### config.mk
export PLATFORM = sky130hd
export DESIGN_NAME = cache_arb_flat
export DESIGN_NICKNAME = d
export VERILOG_FILES = /design/src/rtl/mem_arb_pkg.sv /design/src/rtl/cache_arb_if.sv /design/src/rtl/cache_arb_rr_grant2.sv /design/src/rtl/cache_arb.sv /design/src/flat_wrapper.sv
export SDC_FILE = /design/constraint.sdc
export NUM_CORES = 1
export LEC_CHECK = 0
export CAP_MARGIN = 40
export CORE_ASPECT_RATIO = 0.7
export CORE_MARGIN = 4
export CORE_UTILIZATION = 55
export DETAILED_ROUTE_END_ITERATION = 8
export DONT_BUFFER_PORTS = 1
export PLACE_DENSITY = 0.8
export SLEW_MARGIN = 20
export SYNTH_ARGS = -nofsm -noshare
export SYNTH_HDL_FRONTEND = slang
export SYNTH_HIERARCHICAL = 1
export SYNTH_SLANG_ARGS = --single-unit
### constraint.sdc
create_clock -name clk -period 1.65 [get_ports clk]
set_clock_uncertainty 0.05 [all_clocks]
set_input_delay 0.2475 -clock clk [delete_from_list [all_inputs] [get_ports clk]]
set_output_delay 0.2475 -clock clk [all_outputs]
set_load 0.1 [all_outputs]
### src/rtl/mem_arb_pkg.sv
// mem_arb_pkg: shared FSM encoding, port indices and default timeout for cache_arb.
package mem_arb_pkg;
    typedef enum logic [1:0] {IDLE, BUSY_I, BUSY_D, RESP} arb_state_e;
    localparam logic PORT_I = 1'b0;
    localparam logic PORT_D = 1'b1;
    localparam int DEF_TIMEOUT_CYCLES = 64;
endpackage

### src/rtl/cache_arb_if.sv
// cache_arb_if: instruction/data request-response bundle plus the shared cache controller bus.
interface cache_arb_if;
    logic        i_rd, i_done, i_err, i_stall;
    logic [15:0] i_addr, i_data_out;
    logic        d_rd, d_wr, d_done, d_hit, d_err, d_stall;
    logic [15:0] d_addr, d_data_in, d_data_out;
    logic        c_rd, c_wr, c_done, c_cachehit, c_err;
    logic [15:0] c_addr, c_data_in, c_data_out;
    modport slave (
        input  i_rd, i_addr, d_rd, d_wr, d_addr, d_data_in, c_done, c_data_out, c_cachehit, c_err,
        output i_done, i_data_out, i_err, i_stall, d_done, d_data_out, d_hit, d_err, d_stall,
               c_rd, c_wr, c_addr, c_data_in
    );
    modport master (
        output i_rd, i_addr, d_rd, d_wr, d_addr, d_data_in, c_done, c_data_out, c_cachehit, c_err,
        input  i_done, i_data_out, i_err, i_stall, d_done, d_data_out, d_hit, d_err, d_stall,
               c_rd, c_wr, c_addr, c_data_in
    );
endinterface

### src/rtl/cache_arb_rr_grant2.sv
// rr_grant2: two-way round-robin grant; on a tie the port not granted last wins.
module rr_grant2
    import mem_arb_pkg::*;
(
    input  logic [1:0] req,
    input  logic       last,
    output logic [1:0] gnt
);
    always_comb gnt = (&req) ? ((last == PORT_D) ? 2'b01 : 2'b10) : req;
endmodule

### src/rtl/cache_arb.sv
// cache_arb: shares one cache controller between instruction and data ports.
// Optional ARB_TIMEOUT_EN aborts an access after TIMEOUT_CYCLES busy cycles with err=1.
module cache_arb
    import mem_arb_pkg::*;
#(
    parameter int TIMEOUT_CYCLES = DEF_TIMEOUT_CYCLES
) (
    input  logic       clk,
    input  logic       rst_n,
    cache_arb_if.slave bus
);
    arb_state_e  state, state_nxt;
    logic [1:0]  req, gnt;
    logic        last_q, wr_q, hit_q, err_q;
    logic        busy, resp, fin, tmo, c_wr;
    logic [15:0] addr_q, wdata_q, i_data_q, d_data_q, rdata;

    assign req = {bus.d_rd | bus.d_wr, bus.i_rd};

    rr_grant2 u_rr (.req(req), .last(last_q), .gnt(gnt));

    assign busy  = (state == BUSY_I) || (state == BUSY_D);
    assign resp  = (state == RESP);
    assign fin   = busy && (bus.c_done || tmo);
    assign rdata = bus.c_done ? bus.c_data_out : '0;

`ifdef ARB_TIMEOUT_EN
    localparam int CNT_W = $clog2(TIMEOUT_CYCLES + 1);
    logic [CNT_W-1:0] cnt;
    always_ff @(posedge clk or negedge rst_n)
        if (!rst_n) cnt <= '0;
        else cnt <= busy ? cnt + CNT_W'(1) : '0;
    assign tmo = busy && (cnt == CNT_W'(TIMEOUT_CYCLES));
`else
    assign tmo = 1'b0;
`endif

    always_ff @(posedge clk or negedge rst_n)
        if (!rst_n) state <= IDLE;
        else state <= state_nxt;

    always_comb begin
        state_nxt = state;
        if (state == IDLE) state_nxt = gnt[PORT_D] ? BUSY_D : gnt[PORT_I] ? BUSY_I : IDLE;
        else if (busy) state_nxt = fin ? RESP : state;
        else state_nxt = IDLE;
    end

    // last_q doubles as the owner of the access in flight and the round-robin pointer
    always_ff @(posedge clk or negedge rst_n)
        if (!rst_n) begin
            last_q   <= PORT_I;
            wr_q     <= 1'b0;
            addr_q   <= '0;
            wdata_q  <= '0;
            hit_q    <= 1'b0;
            err_q    <= 1'b0;
            i_data_q <= '0;
            d_data_q <= '0;
        end else begin
            if (state == IDLE && |req) begin
                last_q  <= gnt[PORT_D] ? PORT_D : PORT_I;
                wr_q    <= gnt[PORT_D] & bus.d_wr;
                addr_q  <= gnt[PORT_D] ? bus.d_addr : bus.i_addr;
                wdata_q <= gnt[PORT_D] ? bus.d_data_in : '0;
            end
            if (fin) begin
                hit_q <= bus.c_done & bus.c_cachehit;
                err_q <= bus.c_done ? bus.c_err : 1'b1;
                if (last_q == PORT_D) d_data_q <= rdata;
                else i_data_q <= rdata;
            end
        end

    assign c_wr          = busy & wr_q;
    assign bus.c_wr      = c_wr;
    assign bus.c_rd      = busy & ~wr_q;
    assign bus.c_addr    = busy ? addr_q : '0;
    assign bus.c_data_in = c_wr ? wdata_q : '0;

    assign bus.i_done     = resp && (last_q == PORT_I);
    assign bus.d_done     = resp && (last_q == PORT_D);
    assign bus.i_data_out = i_data_q;
    assign bus.d_data_out = d_data_q;
    assign bus.i_err      = bus.i_done & err_q;
    assign bus.d_err      = bus.d_done & err_q;
    assign bus.d_hit      = bus.d_done & hit_q;
    assign bus.i_stall    = rst_n & bus.i_rd & ~bus.i_done;
    assign bus.d_stall    = rst_n & (bus.d_rd | bus.d_wr) & ~bus.d_done;
endmodule
### src/flat_wrapper.sv
// flat-port wrapper written by rule: the top's interface ports become plain ports
module cache_arb_flat import mem_arb_pkg::*;
#(
    parameter int TIMEOUT_CYCLES = DEF_TIMEOUT_CYCLES
)
  (clk, rst_n, bus_i_rd, bus_i_addr, bus_d_rd, bus_d_wr, bus_d_addr, bus_d_data_in, bus_c_done, bus_c_data_out, bus_c_cachehit, bus_c_err, bus_i_done, bus_i_data_out, bus_i_err, bus_i_stall, bus_d_done, bus_d_data_out, bus_d_hit, bus_d_err, bus_d_stall, bus_c_rd, bus_c_wr, bus_c_addr, bus_c_data_in);
  cache_arb_if bus_i ();
  input  logic clk;
  input  logic rst_n;
  input wire logic [$bits(bus_i.i_rd)-1:0] bus_i_rd;
  input wire logic [$bits(bus_i.i_addr)-1:0] bus_i_addr;
  input wire logic [$bits(bus_i.d_rd)-1:0] bus_d_rd;
  input wire logic [$bits(bus_i.d_wr)-1:0] bus_d_wr;
  input wire logic [$bits(bus_i.d_addr)-1:0] bus_d_addr;
  input wire logic [$bits(bus_i.d_data_in)-1:0] bus_d_data_in;
  input wire logic [$bits(bus_i.c_done)-1:0] bus_c_done;
  input wire logic [$bits(bus_i.c_data_out)-1:0] bus_c_data_out;
  input wire logic [$bits(bus_i.c_cachehit)-1:0] bus_c_cachehit;
  input wire logic [$bits(bus_i.c_err)-1:0] bus_c_err;
  output wire logic [$bits(bus_i.i_done)-1:0] bus_i_done;
  output wire logic [$bits(bus_i.i_data_out)-1:0] bus_i_data_out;
  output wire logic [$bits(bus_i.i_err)-1:0] bus_i_err;
  output wire logic [$bits(bus_i.i_stall)-1:0] bus_i_stall;
  output wire logic [$bits(bus_i.d_done)-1:0] bus_d_done;
  output wire logic [$bits(bus_i.d_data_out)-1:0] bus_d_data_out;
  output wire logic [$bits(bus_i.d_hit)-1:0] bus_d_hit;
  output wire logic [$bits(bus_i.d_err)-1:0] bus_d_err;
  output wire logic [$bits(bus_i.d_stall)-1:0] bus_d_stall;
  output wire logic [$bits(bus_i.c_rd)-1:0] bus_c_rd;
  output wire logic [$bits(bus_i.c_wr)-1:0] bus_c_wr;
  output wire logic [$bits(bus_i.c_addr)-1:0] bus_c_addr;
  output wire logic [$bits(bus_i.c_data_in)-1:0] bus_c_data_in;
  assign bus_i.i_rd = bus_i_rd;
  assign bus_i.i_addr = bus_i_addr;
  assign bus_i.d_rd = bus_d_rd;
  assign bus_i.d_wr = bus_d_wr;
  assign bus_i.d_addr = bus_d_addr;
  assign bus_i.d_data_in = bus_d_data_in;
  assign bus_i.c_done = bus_c_done;
  assign bus_i.c_data_out = bus_c_data_out;
  assign bus_i.c_cachehit = bus_c_cachehit;
  assign bus_i.c_err = bus_c_err;
  assign bus_i_done = bus_i.i_done;
  assign bus_i_data_out = bus_i.i_data_out;
  assign bus_i_err = bus_i.i_err;
  assign bus_i_stall = bus_i.i_stall;
  assign bus_d_done = bus_i.d_done;
  assign bus_d_data_out = bus_i.d_data_out;
  assign bus_d_hit = bus_i.d_hit;
  assign bus_d_err = bus_i.d_err;
  assign bus_d_stall = bus_i.d_stall;
  assign bus_c_rd = bus_i.c_rd;
  assign bus_c_wr = bus_i.c_wr;
  assign bus_c_addr = bus_i.c_addr;
  assign bus_c_data_in = bus_i.c_data_in;
  cache_arb #(.TIMEOUT_CYCLES(TIMEOUT_CYCLES)) u_core (.clk(clk), .rst_n(rst_n), .bus(bus_i));
endmodule
## Word-level counts from Yosys, hierarchy flattened

Index checks and enable logic that the tools add are counted.

| operators by class | value |
|---|---|
| add/subtract/negate cells | 0 |
| multiply operators | 0 |
| div/mod/pow operators | 0 |
| magnitude comparators | 0 |
| equal/unequal tests | 4 |
| shift-type cells | 0 |
| mux-type cells | 14 |
| bitwise gates (word level) | 16 |
| reductions and logical operators | 10 |

Operators by type and width:

| cell | count |
|---|---|
| 2-to-1 mux 16 bit | 5 |
| 2-to-1 mux 2 bit | 6 |
| bitwise AND 1 bit | 11 |
| AND reduction 2 bit | 3 |
| equality test 2 bit, second input constant | 2 |
| logical AND 1 bit | 4 |
| inverter 1 bit | 4 |
| 2-to-1 mux 1 bit | 3 |
| inequality test 3 bit, second input constant | 1 |
| equality test 2 x 1 -> 1 bit, second input constant | 1 |
| logical NOT 2 bit | 1 |
| OR reduction 2 bit | 1 |
| logical OR 1 bit | 1 |
| bitwise OR 1 bit | 1 |

| storage, ports and cells | value |
|---|---|
| register bits after elaboration | 70 |
| latch bits | 0 |
| RAM bits | 0 |
| ROM bits | 0 |
| bits of input ports | 72 |
| logic and storage cells | 53 |
| memories | 0 |

## Logic depth before layout (Yosys ltp)

Gate-level depths: netlist of run 1.

| depth | value |
|---|---|
| word-level depth | 6 |
| depth in mapped cells | 7 |
| gate-level depth less buffers | 4 |

## By module

The synthesis of run 1 kept the hierarchy.

By module, submodules not included:

| module | times used | cells an instance | area each (um^2) |
|---|---|---|---|
| cache_arb | 1 | 227 | 3188.1 |
| rr_grant2 | 1 | 3 | 18.8 |

## Worst setup path after synthesis of run 1

Ideal clock, no wire load.

| timing path | value |
|---|---|
| kind | flip-flop to output port |
| start | register u_core.state[1] |
| end | output port bus_i_stall |
| arrival time | 2.921 ns |
| data required time | 1.352 ns |
| setup slack | -1.568 ns |
| stages on the path, launching flop included | 4 |
| buffers on the path | 0 |
| cell sequence | dfrtp_1 ha_1 nor2b_1 nor2_1 |

| between the ends | value |
|---|---|
| cells in the longest elaborated chain, start to end | 4 |

RTL lines:

| element | line | RTL |
|---|---|---|
| start: declaration | cache_arb.sv:12 | `arb_state_e state, state_nxt;` |
| start signal: assignment | cache_arb.sv:40 | `else state <= state_nxt;` |
| equality test 2 bit | cache_arb.sv:23 | `assign resp = (state == RESP);` |
| logical AND 1 bit | cache_arb.sv:81 | `assign bus.i_done = resp && (last_q == PORT_I);` |
| net bus_i_done | flat_wrapper.sv:20 | `output wire logic [$bits(bus_i.i_done)-1:0] bus_i_done;` |
| inverter 1 bit | cache_arb.sv:88 | `assign bus.i_stall = rst_n & bus.i_rd & ~bus.i_done;` |
| bitwise AND 1 bit | cache_arb.sv:88 |  |
| end: declaration | flat_wrapper.sv:23 | `output wire logic [$bits(bus_i.i_stall)-1:0] bus_i_stall;` |

The timed path passes the listed nets, and every way through them passes these cells.

## Worst setup path in the final report of run 1

| timing path | value |
|---|---|
| start | register u_core.state[1] |
| end | output port bus_c_data_in[6] |

| between the ends | value |
|---|---|
| cells in the longest elaborated chain, start to end | 4 |
| elaborated cells between the ends (all ways) | 5 |
| classes of those cells | eq/ne: 2; mux: 1; bitwise: 1; reduce/logical: 1 |

RTL lines:

| element | line | RTL |
|---|---|---|
| equality test 2 x 1 -> 1 bit / equality test 2 bit (equally long branches) | cache_arb.sv:22 | `assign busy = (state == BUSY_I) \|\| (state == BUSY_D);` |
| logical OR 1 bit * | cache_arb.sv:22 |  |
| bitwise AND 1 bit * | cache_arb.sv:75 | `assign c_wr = busy & wr_q;` |
| 2-to-1 mux 16 bit * | cache_arb.sv:79 | `assign bus.c_data_in = c_wr ? wdata_q : '0;` |
| end: declaration | flat_wrapper.sv:32 | `output wire logic [$bits(bus_i.c_data_in)-1:0] bus_c_data_in;` |

Mark *: on every way between the ends. The rest lies on a longest branch, timed or not.

==> impl_metrics.prom, run 1 <==
# TYPE chip_impl_metric gauge
chip_impl_info{name="status",value="complete, but fails checks"} 1
chip_impl_info{name="violations",value="hold timing, setup timing"} 1
chip_impl_info{name="hold_path_class",value="input port to async pin"} 1
chip_impl_metric{name="io_pins",unit=""} 145
chip_impl_metric{name="worst_slew_margin_rel",unit="%"} 74.4
chip_impl_metric{name="inserted_clock_buffers",unit=""} 9
chip_impl_metric{name="drtAntennaViolNets",unit=""} 0
chip_impl_metric{name="max_stage_delay",unit="ns"} 0.41
chip_impl_metric{name="cap_violations",unit=""} 0
chip_impl_metric{name="timing.critical_path.required",unit="ns"} 1.35
chip_impl_info{name="setup_repair_after_global_routing_missed_its_margin",value="true"} 1
chip_impl_metric{name="clk_pin_slew",unit="ns"} 0.07
chip_impl_metric{name="insertion_delay",unit="ns"} 0.33
chip_impl_metric{name="global_route_wire_length_before_repair",unit="mm"} 14.1
chip_impl_metric{name="grt_start_max_net_pins",unit=""} 73
chip_impl_metric{name="cp_max_fo",unit=""} 6
chip_impl_info{name="timing.critical_path.from_type",value="flop"} 1
chip_impl_metric{name="whs",unit="ns"} -0.445
chip_impl_metric{name="max_freq",unit="MHz"} 494
chip_impl_metric{name="core_region_area",unit="µm²"} 5450
chip_impl_metric{name="initialDrtViolationCount",unit=""} 156
chip_impl_metric{name="global_route.usage.total",unit="%"} 25.7
chip_impl_metric{name="cell_row_count",unit=""} 22
chip_impl_metric{name="synthDistinctLibCells",unit=""} 31
chip_impl_metric{name="final_max_slew_viol_count",unit=""} 0
chip_impl_metric{name="worst_slew_pin_slew",unit="ns"} 0.384
chip_impl_metric{name="post_synth_instance_area",unit="µm²"} 3210
chip_impl_metric{name="antenna_found_initial",unit=""} 0
chip_impl_metric{name="areaGrowthSynthToFinish",unit="%"} 56.0
chip_impl_metric{name="final_stage_net_count",unit=""} 415
chip_impl_metric{name="grt_pass1_vias",unit=""} 2582
chip_impl_metric{name="clk_buf_depth",unit=""} 2
chip_impl_info{name="cp_slowest_cell",value="dfrtp_1"} 1
chip_impl_metric{name="drt_pre_antenna_iters",unit=""} 5
chip_impl_info{name="critical_path.cell_chain",value="inv_2, ha_4, clkbuf_16, and3_4, buf_12"} 1
chip_impl_metric{name="dieWidth",unit="µm"} 99.3
chip_impl_metric{name="grt_overflow_total",unit=""} 0
chip_impl_metric{name="routed-via-count",unit=""} 2411
chip_impl_metric{name="worst_ep_arrival_time",unit="ns"} 1.73
chip_impl_metric{name="cp.buffers_inverters",unit=""} 3
chip_impl_metric{name="ctsHtreeMaxLevel",unit=""} 3
chip_impl_info{name="cts_tree",value="built"} 1
chip_impl_metric{name="postSynthNetCount",unit=""} 304
chip_impl_metric{name="clock-sinks",unit=""} 70
chip_impl_metric{name="fin_ws",unit="ns"} -0.373
chip_impl_metric{name="cts_hold_buf",unit=""} 34
chip_impl_metric{name="flip_flop_and_latch_count_after_synthesis",unit=""} 70
chip_impl_metric{name="die_h",unit="µm"} 71.9
chip_impl_metric{name="insertedDiodeCount",unit=""} 0
chip_impl_metric{name="gp_congestion",unit=""} 0.735
chip_impl_metric{name="number_of_warnings_reported_in_the_yosys_synthesis_log",unit=""} 6
chip_impl_info{name="critPathKind",value="flop to primary output"} 1
chip_impl_metric{name="port_buffers",unit=""} 0
chip_impl_metric{name="via_count_normalized_by_instance_count",unit=""} 5.77
chip_impl_info{name="cts.root.buffer_cell",value="clkbuf_8"} 1
chip_impl_metric{name="detail_route.wirelength",unit="mm"} 9.75
chip_impl_metric{name="groute.layer.met3.usage",unit="%"} 8.27
chip_impl_metric{name="initial_core_util",unit="%"} 58.8
chip_impl_metric{name="avg_wl_per_cell",unit="µm"} 23.3
chip_impl_metric{name="fraction_of_the_yosys_area_taken_by_sequential_cells",unit="%"} 54.6
chip_impl_metric{name="final_period_minus_worst_setup_slack",unit="ns"} 2.02
chip_impl_info{name="cp-end-kind",value="primary output"} 1
chip_impl_metric{name="post_synthesis_mean_instance_area",unit="µm²"} 13.9
chip_impl_metric{name="final.period_utilization",unit="%"} 123
chip_impl_metric{name="drc_errors",unit=""} 0
chip_impl_metric{name="syn-instance-count",unit=""} 230
chip_impl_metric{name="final_hold_violation_count",unit=""} 70
chip_impl_metric{name="fp.dieArea",unit="µm²"} 7140
chip_impl_metric{name="instances_no_fill",unit=""} 418
chip_impl_metric{name="setup_viol",unit=""} 73
chip_impl_metric{name="dp.final_hpwl",unit="mm"} 5.46
chip_impl_metric{name="grt_use_met1",unit="%"} 31.5
chip_impl_metric{name="fraction_of_final_layout_cells_with_drive_strength_greater_than_1",unit="%"} 61.0
chip_impl_metric{name="gr-usage-met2",unit="%"} 43.5
chip_impl_metric{name="placed_cells_incl_taps",unit=""} 354
chip_impl_info{name="critical_path.top_delay_family",value="buffers and inverters"} 1
chip_impl_info{name="grt_most_used_layer",value="met2"} 1
[state kept, by name, indices dropped and copies added (netlist names)]
name and cells:
u_core/state 2, u_core/wr_q 1, u_core/last_q 1, u_core/err_q 1, u_core/bus.d_data_out 16, u_core/wdata_q 16
u_core/bus.i_data_out 16, u_core/hit_q 1, u_core/addr_q 16
[cells in the mapped netlist (all sizes together)]
cell    count  share of area, %
a21boi      2              0.47
a21o        1              0.23
a22o       16               4.4
a32o        1              0.31
and2       19               3.7
and3       18               3.5
and3b       1              0.27
buf         8               2.3
clkbuf      6              0.74
dfrtp      70                55
ha          2              0.78
inv         3              0.35
mux2       66                24
nand2       3              0.35
nand2b      1              0.20
nand3       1              0.31
nand3b      2              0.86
nor2        2              0.23
nor2b       2              0.39
o21ai       3              0.47
o311a       1              0.31
o31ai       1              0.66
or2         1              0.20
[what timing repair did]
item / in CTS / in global routing
setup endpoints to repair: 44 / 76
buffers inserted: 6 / 5
endpoints found under the hold margin: 116 / 70
pin swaps: 16 / 4
cloned: 1 / 3
gates resized for setup: 14 / 10
[cells by family (layout without fill, tap and decap cells)]
kind of cell | after synthesis | in the layout | synth area share (%)
flops | 70 | 70 | 54.6
buf+inv | 17 | 132 | 3.39
compound gates | 25 | 25 | 6.83
simple gates | 50 | 51 | 10.0
mux | 66 | 66 | 24.3
fa+ha+maj | 2 | 2 | 0.780
[per-layer routing]
| layer | vias up | routed length [µm] |
|---|---|---|
| met5 | - | 0 |
| met4 | 0 | 102 |
| met3 | 12 | 790 |
| met2 | 121 | 5190 |
| met1 | 1225 | 3670 |
| li1 | 1053 | - |
[through the flow]
step / cell area (µm²) / util, % / setup TNS (ns) / hold WS [ns] / setup slack, ns
final: 5000 / 91.8 / -16.11 / -0.445 / -0.373
after global routing: 5000 / 91.8 / -18.86 / -0.484 / -0.416
after CTS: 4870 / 89.4 / -12.63 / -0.471 / -0.328
after detailed placement: 4160 / 76.4 / -0.0470 / -0.0964 / -0.0104
after global placement: 4160 / 76.4 / 0 / -0.0962 / 0.0485
after floorplan: 3400 / - / -0.673 / -0.0981 / -0.200
[cell type report]
| type | count | area [µm²] |
|---|---|---|
| clock buffers | 11 | 141 |
| clock inverters | 5 | 106 |
| fillers | 190 | 448 |
| inverters | 3 | 11.3 |
| multi-input cells | 144 | 1560 |
| flip-flops and latches | 70 | 1750 |
| well taps | 72 | 90.1 |
| repair buffers | 113 | 1340 |
[path summary, 6_finish.rpt]
check	endpoint	slack [ns]	cells past startpoint	start
worst max-delay path	bus_c_data_in[6]	-0.37	5	u_core/state[1]
worst min register to register	u_core/addr_q[14]	0.45	1	u_core/addr_q[14]
min in group clk	u_core/bus.i_data_out[12]	0.03	1	bus_c_data_out[12]
worst min-delay path	u_core/bus.d_data_out[6]	-0.45	0	rst_n
max in group asynchronous	u_core/wr_q	1.89	0	rst_n
worst max register to register	u_core/bus.d_data_out[7]	-0.14	6	u_core/state[1]
[cells in the final DEF (no fill, tap or decap), drive strengths merged, types with 2 or more instances in the layout]
cell	Yosys	final
nor2	2	2
nand3b	2	3
inv	3	3
a22o	16	16
nor2b	2	2
dlygate4sd3	0	34
and2	19	19
mux2	66	66
o21ai	3	3
buf	8	77
dfrtp	70	70
ha	2	2
bufinv	0	3
nand2	3	3
clkbuf	6	13
and3	18	18
a21boi	2	2
Power of run 1 is left out: the tool's default activity adds up to more than one toggle a clock period on the data nets, which glitch-free logic cannot reach.
==> run 2: changes to the inputs <==
- CTS_BUF_LIST: not set -> sky130_fd_sc_hd__clkbuf_4 sky130_fd_sc_hd__clkbuf_8 sky130_fd_sc_hd__clkbuf_16
- SKIP_LAST_GASP: not set -> 1
==> run 2 against run 1 <==
  * The run still ends with hold timing, setup timing left
  * Critical path depth unchanged
  * Die area is the same
  * Routed wire length grew 15%
  * First-iteration DRC count is 26% higher
  * Critical endpoint is now bus_c_data_in[15]
  * Non-clock buffer count rose by 4
  * Critical path type unchanged
  * Hold slack got worse by 0.027 ns
  * Register-to-register slack got worse by 0.15 ns
==> impl_metrics.prom, run 2 (synthesized netlist as in run 1, its figures left out) <==
# TYPE chip_impl_metric gauge
chip_impl_metric{name="gr-usage-met2",unit="%"} 45.6
chip_impl_metric{name="worst_ep_arrival_time",unit="ns"} 1.74
chip_impl_metric{name="gp_congestion",unit=""} 0.735
chip_impl_metric{name="detail_route.wirelength",unit="mm"} 11.2
chip_impl_info{name="cp_slowest_cell",value="dfrtp_1"} 1
chip_impl_metric{name="dieWidth",unit="µm"} 99.3
chip_impl_metric{name="groute.layer.met3.usage",unit="%"} 10.6
chip_impl_metric{name="clock-sinks",unit=""} 70
chip_impl_metric{name="setup_ws_pre_cts",unit="ns"} -0.0104
chip_impl_metric{name="fp.dieArea",unit="µm²"} 7140
chip_impl_metric{name="die_h",unit="µm"} 71.9
chip_impl_metric{name="layout.cell_area.non_filler",unit="µm²"} 5070
chip_impl_metric{name="port_buffers",unit=""} 0
chip_impl_metric{name="dp.final_hpwl",unit="mm"} 5.46
chip_impl_metric{name="antenna_found_initial",unit=""} 1
chip_impl_metric{name="io_pins",unit=""} 145
chip_impl_info{name="status",value="complete, but fails checks"} 1
chip_impl_metric{name="worst_slew_pin_slew",unit="ns"} 0.366
chip_impl_metric{name="global_route.usage.total",unit="%"} 26.6
chip_impl_metric{name="placed_area",unit="µm²"} 4160
chip_impl_metric{name="grt_pass1_vias",unit=""} 2649
chip_impl_metric{name="ctsHtreeMaxLevel",unit=""} 3
chip_impl_info{name="cp-end-kind",value="primary output"} 1
chip_impl_metric{name="whs",unit="ns"} -0.472
chip_impl_info{name="critical_path.cell_chain",value="inv_2, ha_4, clkbuf_16, and3_4, buf_12"} 1
chip_impl_metric{name="drtAntennaViolNets",unit=""} 0
chip_impl_metric{name="drc_errors",unit=""} 0
chip_impl_metric{name="areaGrowthSynthToFinish",unit="%"} 58.2
chip_impl_metric{name="initialDrtViolationCount",unit=""} 197
chip_impl_metric{name="worst_slew_margin_rel",unit="%"} 75.6
chip_impl_info{name="setup_repair_after_global_routing_missed_its_margin",value="true"} 1
chip_impl_metric{name="avg_wl_per_cell",unit="µm"} 26.5
chip_impl_metric{name="cp_max_fo",unit=""} 6
chip_impl_metric{name="grt_use_met1",unit="%"} 30.6
chip_impl_metric{name="global_route_wire_length_before_repair",unit="mm"} 14.5
chip_impl_metric{name="initial_core_util",unit="%"} 58.8
chip_impl_metric{name="insertion_delay",unit="ns"} 0.36
chip_impl_metric{name="fraction_of_final_layout_cells_with_drive_strength_greater_than_1",unit="%"} 60.6
chip_impl_info{name="timing.critical_path.from_type",value="flop"} 1
chip_impl_metric{name="final_hold_violation_count",unit=""} 70
chip_impl_metric{name="core_region_area",unit="µm²"} 5450
chip_impl_metric{name="r2r.worst_path.cells",unit=""} 8
chip_impl_metric{name="final_stage_net_count",unit=""} 419
chip_impl_metric{name="setup_viol",unit=""} 75
chip_impl_info{name="final_common_cell",value="dfrtp_1"} 1
chip_impl_info{name="violations",value="hold timing, setup timing"} 1
chip_impl_metric{name="final_max_slew_viol_count",unit=""} 0
chip_impl_metric{name="clk_pin_slew",unit="ns"} 0.08
chip_impl_metric{name="fin_ws",unit="ns"} -0.389
chip_impl_metric{name="cap_violations",unit=""} 0
chip_impl_metric{name="via_count_normalized_by_instance_count",unit=""} 5.94
chip_impl_metric{name="cell_row_count",unit=""} 22
chip_impl_metric{name="routed-via-count",unit=""} 2511
chip_impl_info{name="cts_tree",value="built"} 1
chip_impl_metric{name="grt_overflow_total",unit=""} 0
chip_impl_metric{name="drt_pre_antenna_iters",unit=""} 5
chip_impl_metric{name="final_period_minus_worst_setup_slack",unit="ns"} 2.04
chip_impl_info{name="critPathKind",value="flop to primary output"} 1
chip_impl_metric{name="clk_buf_depth",unit=""} 2
chip_impl_metric{name="grt_start_max_net_pins",unit=""} 73
chip_impl_metric{name="final.period_utilization",unit="%"} 124
chip_impl_metric{name="inserted_clock_buffers",unit=""} 9
chip_impl_metric{name="max_freq",unit="MHz"} 490
chip_impl_info{name="final_cell_mix",value="dfrtp_1 (69), mux2_2 (49), buf_4 (41), dlygate4sd3_1 (38), buf_12 (27)"} 1
chip_impl_info{name="grt_most_used_layer",value="met2"} 1
chip_impl_metric{name="timing.critical_path.required",unit="ns"} 1.35
chip_impl_info{name="cts.root.buffer_cell",value="clkbuf_8"} 1
chip_impl_info{name="hold_path_class",value="input port to async pin"} 1
chip_impl_metric{name="reg2reg_setup_slack",unit="ns"} -0.29
chip_impl_metric{name="max_stage_delay",unit="ns"} 0.42
chip_impl_metric{name="fillerInstances",unit=""} 167
==> run 2: changes by cell type in the layout (fill, tap and decap cells not counted), sizes merged <==
cell and change:
dlygate4sd3 +4, diode +1
==> run 2: through the flow <==
stage | util (%) | TNS [ns] | instances | hold slack [ns]
2_1_floorplan | - | -0.673 | 230 | -0.0981
3_3_place_gp | 76.4 | 0 | 354 | -0.0962
3_5_place_dp | 76.4 | -0.0470 | 354 | -0.0964
4_1_cts | 89.2 | -12.65 | 411 | -0.471
5_1_grt | 93.1 | -24.02 | 423 | -0.492
6_report | 93.1 | -21.62 | 423 | -0.472
==> run 2: path summary, 6_finish.rpt <==
kind                                           startpoint                   endpoint
worst min register to register  u_core/bus.d_data_out[15]  u_core/bus.d_data_out[15]
worst min-delay path                                rst_n   u_core/bus.d_data_out[6]
worst max-delay path                      u_core/state[0]          bus_c_data_in[15]
min in group clk                                 bus_d_wr                u_core/wr_q
worst max register to register            u_core/state[0]   u_core/bus.d_data_out[6]
max in group asynchronous                           rst_n          u_core/addr_q[15]
==> run 2: per-layer routing <==
layer | part of all wire [%] | routed length [µm]
met1 | 38 | 4210
met2 | 52 | 5790
met3 | 7.7 | 860
met4 | 3.1 | 344
met5 | 0 | 0
==> run 2: timing repair <==
| action | CTS | global route |
|---|---|---|
| setup buffers | 6 | 4 |
| endpoints found under the setup margin | 44 | 77 |
| gates cloned | 1 | 3 |
| resized for setup | 10 | 21 |
| pin swaps | 16 | 7 |
| endpoints found under the hold margin | 116 | 74 |
| hold buffers | 34 | 4 |
==> run 2: layout make-up <==
| cell class | count | area, µm² | share of cell area, % |
|---|---|---|---|
| antenna | 1 | 2.50 | 0.0493 |
| clock buffer | 11 | 145 | 2.86 |
| timing repair buffer | 117 | 1400 | 27.6 |
| multi-input combinational | 144 | 1570 | 30.9 |
| tap | 72 | 90.1 | 1.78 |
| sequential | 70 | 1750 | 34.5 |
| inverter | 3 | 11.3 | 0.222 |
| clock inverter | 5 | 106 | 2.10 |
==> run 2: worst max-delay path, delay by kind of cell (launching register included) <==
kind,cells,cell delay [ns]
buf+inv,3,0.41
flops,1,0.42
fa+ha+maj,1,0.35
simple gates,1,0.20
Power of run 2 is left out for the same reason.
==> run 3: changes to the inputs <==
- PLACE_DENSITY: 0.8 -> 0.77
- clock period: 1.65 -> 2.2 ns (I/O delays scaled with it)
==> run 3 against run 2 <==
  * The flow now finishes without violations
  * Global-route usage shrank 2.4 points
  * Cell area increased by 2.8%
  * Die area did not move
  * Via count is 12% higher
  * Worst setup slack gained 0.42 ns
  * First-iteration DRC count up 36%
  * Critical path depth stayed put
  * Sequential cell count is the same
  * Cell count is 2.6% lower
  * Sequential share of layout area shrank 0.95 points
  * Routed wire length grew 32%
  * Critical path type unchanged
==> impl_metrics.prom, run 3 (synthesized netlist as in run 1, its figures left out) <==
# TYPE chip_impl_metric gauge
chip_impl_metric{name="worst_slew_pin_slew",unit="ns"} 0.923
chip_impl_metric{name="port_buffers",unit=""} 0
chip_impl_metric{name="areaGrowthSynthToFinish",unit="%"} 62.7
chip_impl_metric{name="clock-sinks",unit=""} 70
chip_impl_metric{name="insertion_delay",unit="ns"} 0.33
chip_impl_info{name="timing.critical_path.from_type",value="flop"} 1
chip_impl_metric{name="final.period_utilization",unit="%"} 98.7
chip_impl_metric{name="core_region_area",unit="µm²"} 5450
chip_impl_info{name="critical_path.cell_chain",value="inv_1, ha_4, buf_12, and3_2, buf_12"} 1
chip_impl_metric{name="final_period_minus_worst_setup_slack",unit="ns"} 2.17
chip_impl_metric{name="final_hold_violation_count",unit=""} 0
chip_impl_metric{name="avg_wl_per_cell",unit="µm"} 35.8
chip_impl_metric{name="clk_pin_slew",unit="ns"} 0.07
chip_impl_metric{name="whs",unit="ns"} 0.0791
chip_impl_metric{name="antenna_found_initial",unit=""} 1
chip_impl_metric{name="initialDrtViolationCount",unit=""} 268
chip_impl_info{name="cp_slowest_cell",value="dfrtp_1"} 1
chip_impl_metric{name="fin_ws",unit="ns"} 0.0282
chip_impl_metric{name="cell_row_count",unit=""} 22
chip_impl_metric{name="fp.dieArea",unit="µm²"} 7140
chip_impl_metric{name="routed-via-count",unit=""} 2819
chip_impl_info{name="cts_tree",value="built"} 1
chip_impl_metric{name="setup_viol",unit=""} 0
chip_impl_metric{name="timing.critical_path.required",unit="ns"} 1.82
chip_impl_metric{name="clk_buf_depth",unit=""} 2
chip_impl_metric{name="dp.final_hpwl",unit="mm"} 6.05
chip_impl_metric{name="max_freq",unit="MHz"} 460
chip_impl_info{name="cts.root.buffer_cell",value="clkbuf_8"} 1
chip_impl_info{name="cp-end-kind",value="primary output"} 1
chip_impl_info{name="hold_path_class",value="input port to flop"} 1
chip_impl_metric{name="drtAntennaViolNets",unit=""} 0
chip_impl_info{name="status",value="completed"} 1
chip_impl_metric{name="drt_pre_antenna_iters",unit=""} 6
chip_impl_metric{name="final_stage_net_count",unit=""} 410
chip_impl_metric{name="grt_overflow_total",unit=""} 0
chip_impl_metric{name="max_stage_delay",unit="ns"} 0.40
chip_impl_metric{name="global_route.usage.total",unit="%"} 24.1
chip_impl_info{name="cpMostUsedCell",value="buf_12"} 1
chip_impl_metric{name="final_max_slew_viol_count",unit=""} 0
chip_impl_metric{name="ctsHtreeMaxLevel",unit=""} 3
chip_impl_metric{name="detail_route.wirelength",unit="mm"} 14.7
chip_impl_metric{name="via_count_normalized_by_instance_count",unit=""} 6.84
chip_impl_metric{name="setup_ws_pre_cts",unit="ns"} 0.246
chip_impl_info{name="critPathKind",value="flop to primary output"} 1
chip_impl_info{name="setup_repair_after_global_routing_missed_its_margin",value="false"} 1
chip_impl_info{name="critical_path.top_delay_family",value="buffers and inverters"} 1
chip_impl_metric{name="fraction_of_final_layout_cells_with_drive_strength_greater_than_1",unit="%"} 59.0
chip_impl_info{name="final_common_cell",value="dfrtp_1"} 1
chip_impl_metric{name="drc_errors",unit=""} 0
chip_impl_metric{name="gp_congestion",unit=""} 0.739
chip_impl_metric{name="initial_core_util",unit="%"} 58.8
chip_impl_metric{name="cap_violations",unit=""} 0
chip_impl_metric{name="dieWidth",unit="µm"} 99.3
chip_impl_metric{name="cp.buffers_inverters",unit=""} 3
chip_impl_metric{name="fin_tns_setup",unit="ns"} 0
chip_impl_info{name="final_cell_mix",value="dfrtp_1 (69), mux2_2 (54), buf_12 (37), buf_16 (26), clkbuf_1 (19)"} 1
chip_impl_metric{name="inserted_clock_buffers",unit=""} 9
chip_impl_metric{name="worst_slew_margin_rel",unit="%"} 38.4
chip_impl_metric{name="worst_ep_arrival_time",unit="ns"} 1.79
chip_impl_metric{name="io_pins",unit=""} 145
chip_impl_metric{name="global_route_wire_length_before_repair",unit="mm"} 13.0
chip_impl_metric{name="grt_start_max_net_pins",unit=""} 71
chip_impl_metric{name="die_h",unit="µm"} 71.9
chip_impl_metric{name="cp_max_fo",unit=""} 22
chip_impl_metric{name="finalCoreUtilization",unit="%"} 95.7
chip_impl_metric{name="grt_pass1_vias",unit=""} 2410
==> run 3: changes by cell type in the layout (fill, tap and decap cells not counted), moves of 9 or more <==
cell,delta
and3_2,+9
and2_4,-19
and2_2,+18
buf_12,+10
buf_1,+13
clkbuf_1,+19
buf_4,-33
and3_4,-12
dlygate4sd3_1,-37
buf_16,+25
==> run 3: routing by layer <==
metal,part of all wire (%),global-route usage (%)
met5,0.088,0
met4,6.6,8.48
met2,49,41.4
met3,12,10.7
met1,32,26.9
==> run 3: path summary, 6_finish.rpt <==
path	start	endpoint	slack (ns)	cells past startpoint
setup / recovery	u_core/state[1]	bus_c_data_in[1]	0.03	5
hold / removal	bus_d_data_in[3]	u_core/wdata_q[3]	0.08	1
setup reg to reg	u_core/last_q	u_core/wdata_q[13]	0.10	4
hold reg to reg	u_core/wdata_q[3]	u_core/wdata_q[3]	0.46	1
max in group asynchronous	rst_n	u_core/bus.d_data_out[4]	1.30	2
min in group asynchronous	rst_n	u_core/bus.i_data_out[9]	0.49	2
==> run 3: area by class of cell <==
| cell class | count | area (µm²) |
|---|---|---|
| flip-flops and latches | 70 | 1750 |
| repair buffers | 109 | 1740 |
| multi-input cells | 143 | 1440 |
| fillers | 117 | 233 |
| clock buffers | 13 | 173 |
| well taps | 72 | 90.1 |
| inverters | 3 | 11.3 |
| clock inverters | 1 | 5.00 |
| diodes | 1 | 2.50 |
==> run 3: timing repair <==
item	in CTS	in global routing
buffers inserted	0	1
endpoints found under the setup margin	34	35
gates resized for setup	3	10
endpoints found under the hold margin	70	0
pin swaps	0	1
hold buffers	2	0
==> run 3: stage by stage <==
step,instances,cell area (µm²)
global route,412,5220
CTS,376,4700
floorplan,230,3260
global placement,333,4050
finish,412,5220
detailed placement,360,4470
==> run 3: worst reg2reg max path, cell delays in order (launching register included) <==
cell      delay, ns
dfrtp_1        0.45
a21boi_2       0.33
buf_12         0.23
o311a_1        0.68
a22o_1         0.28
Power of run 3 is left out for the same reason.
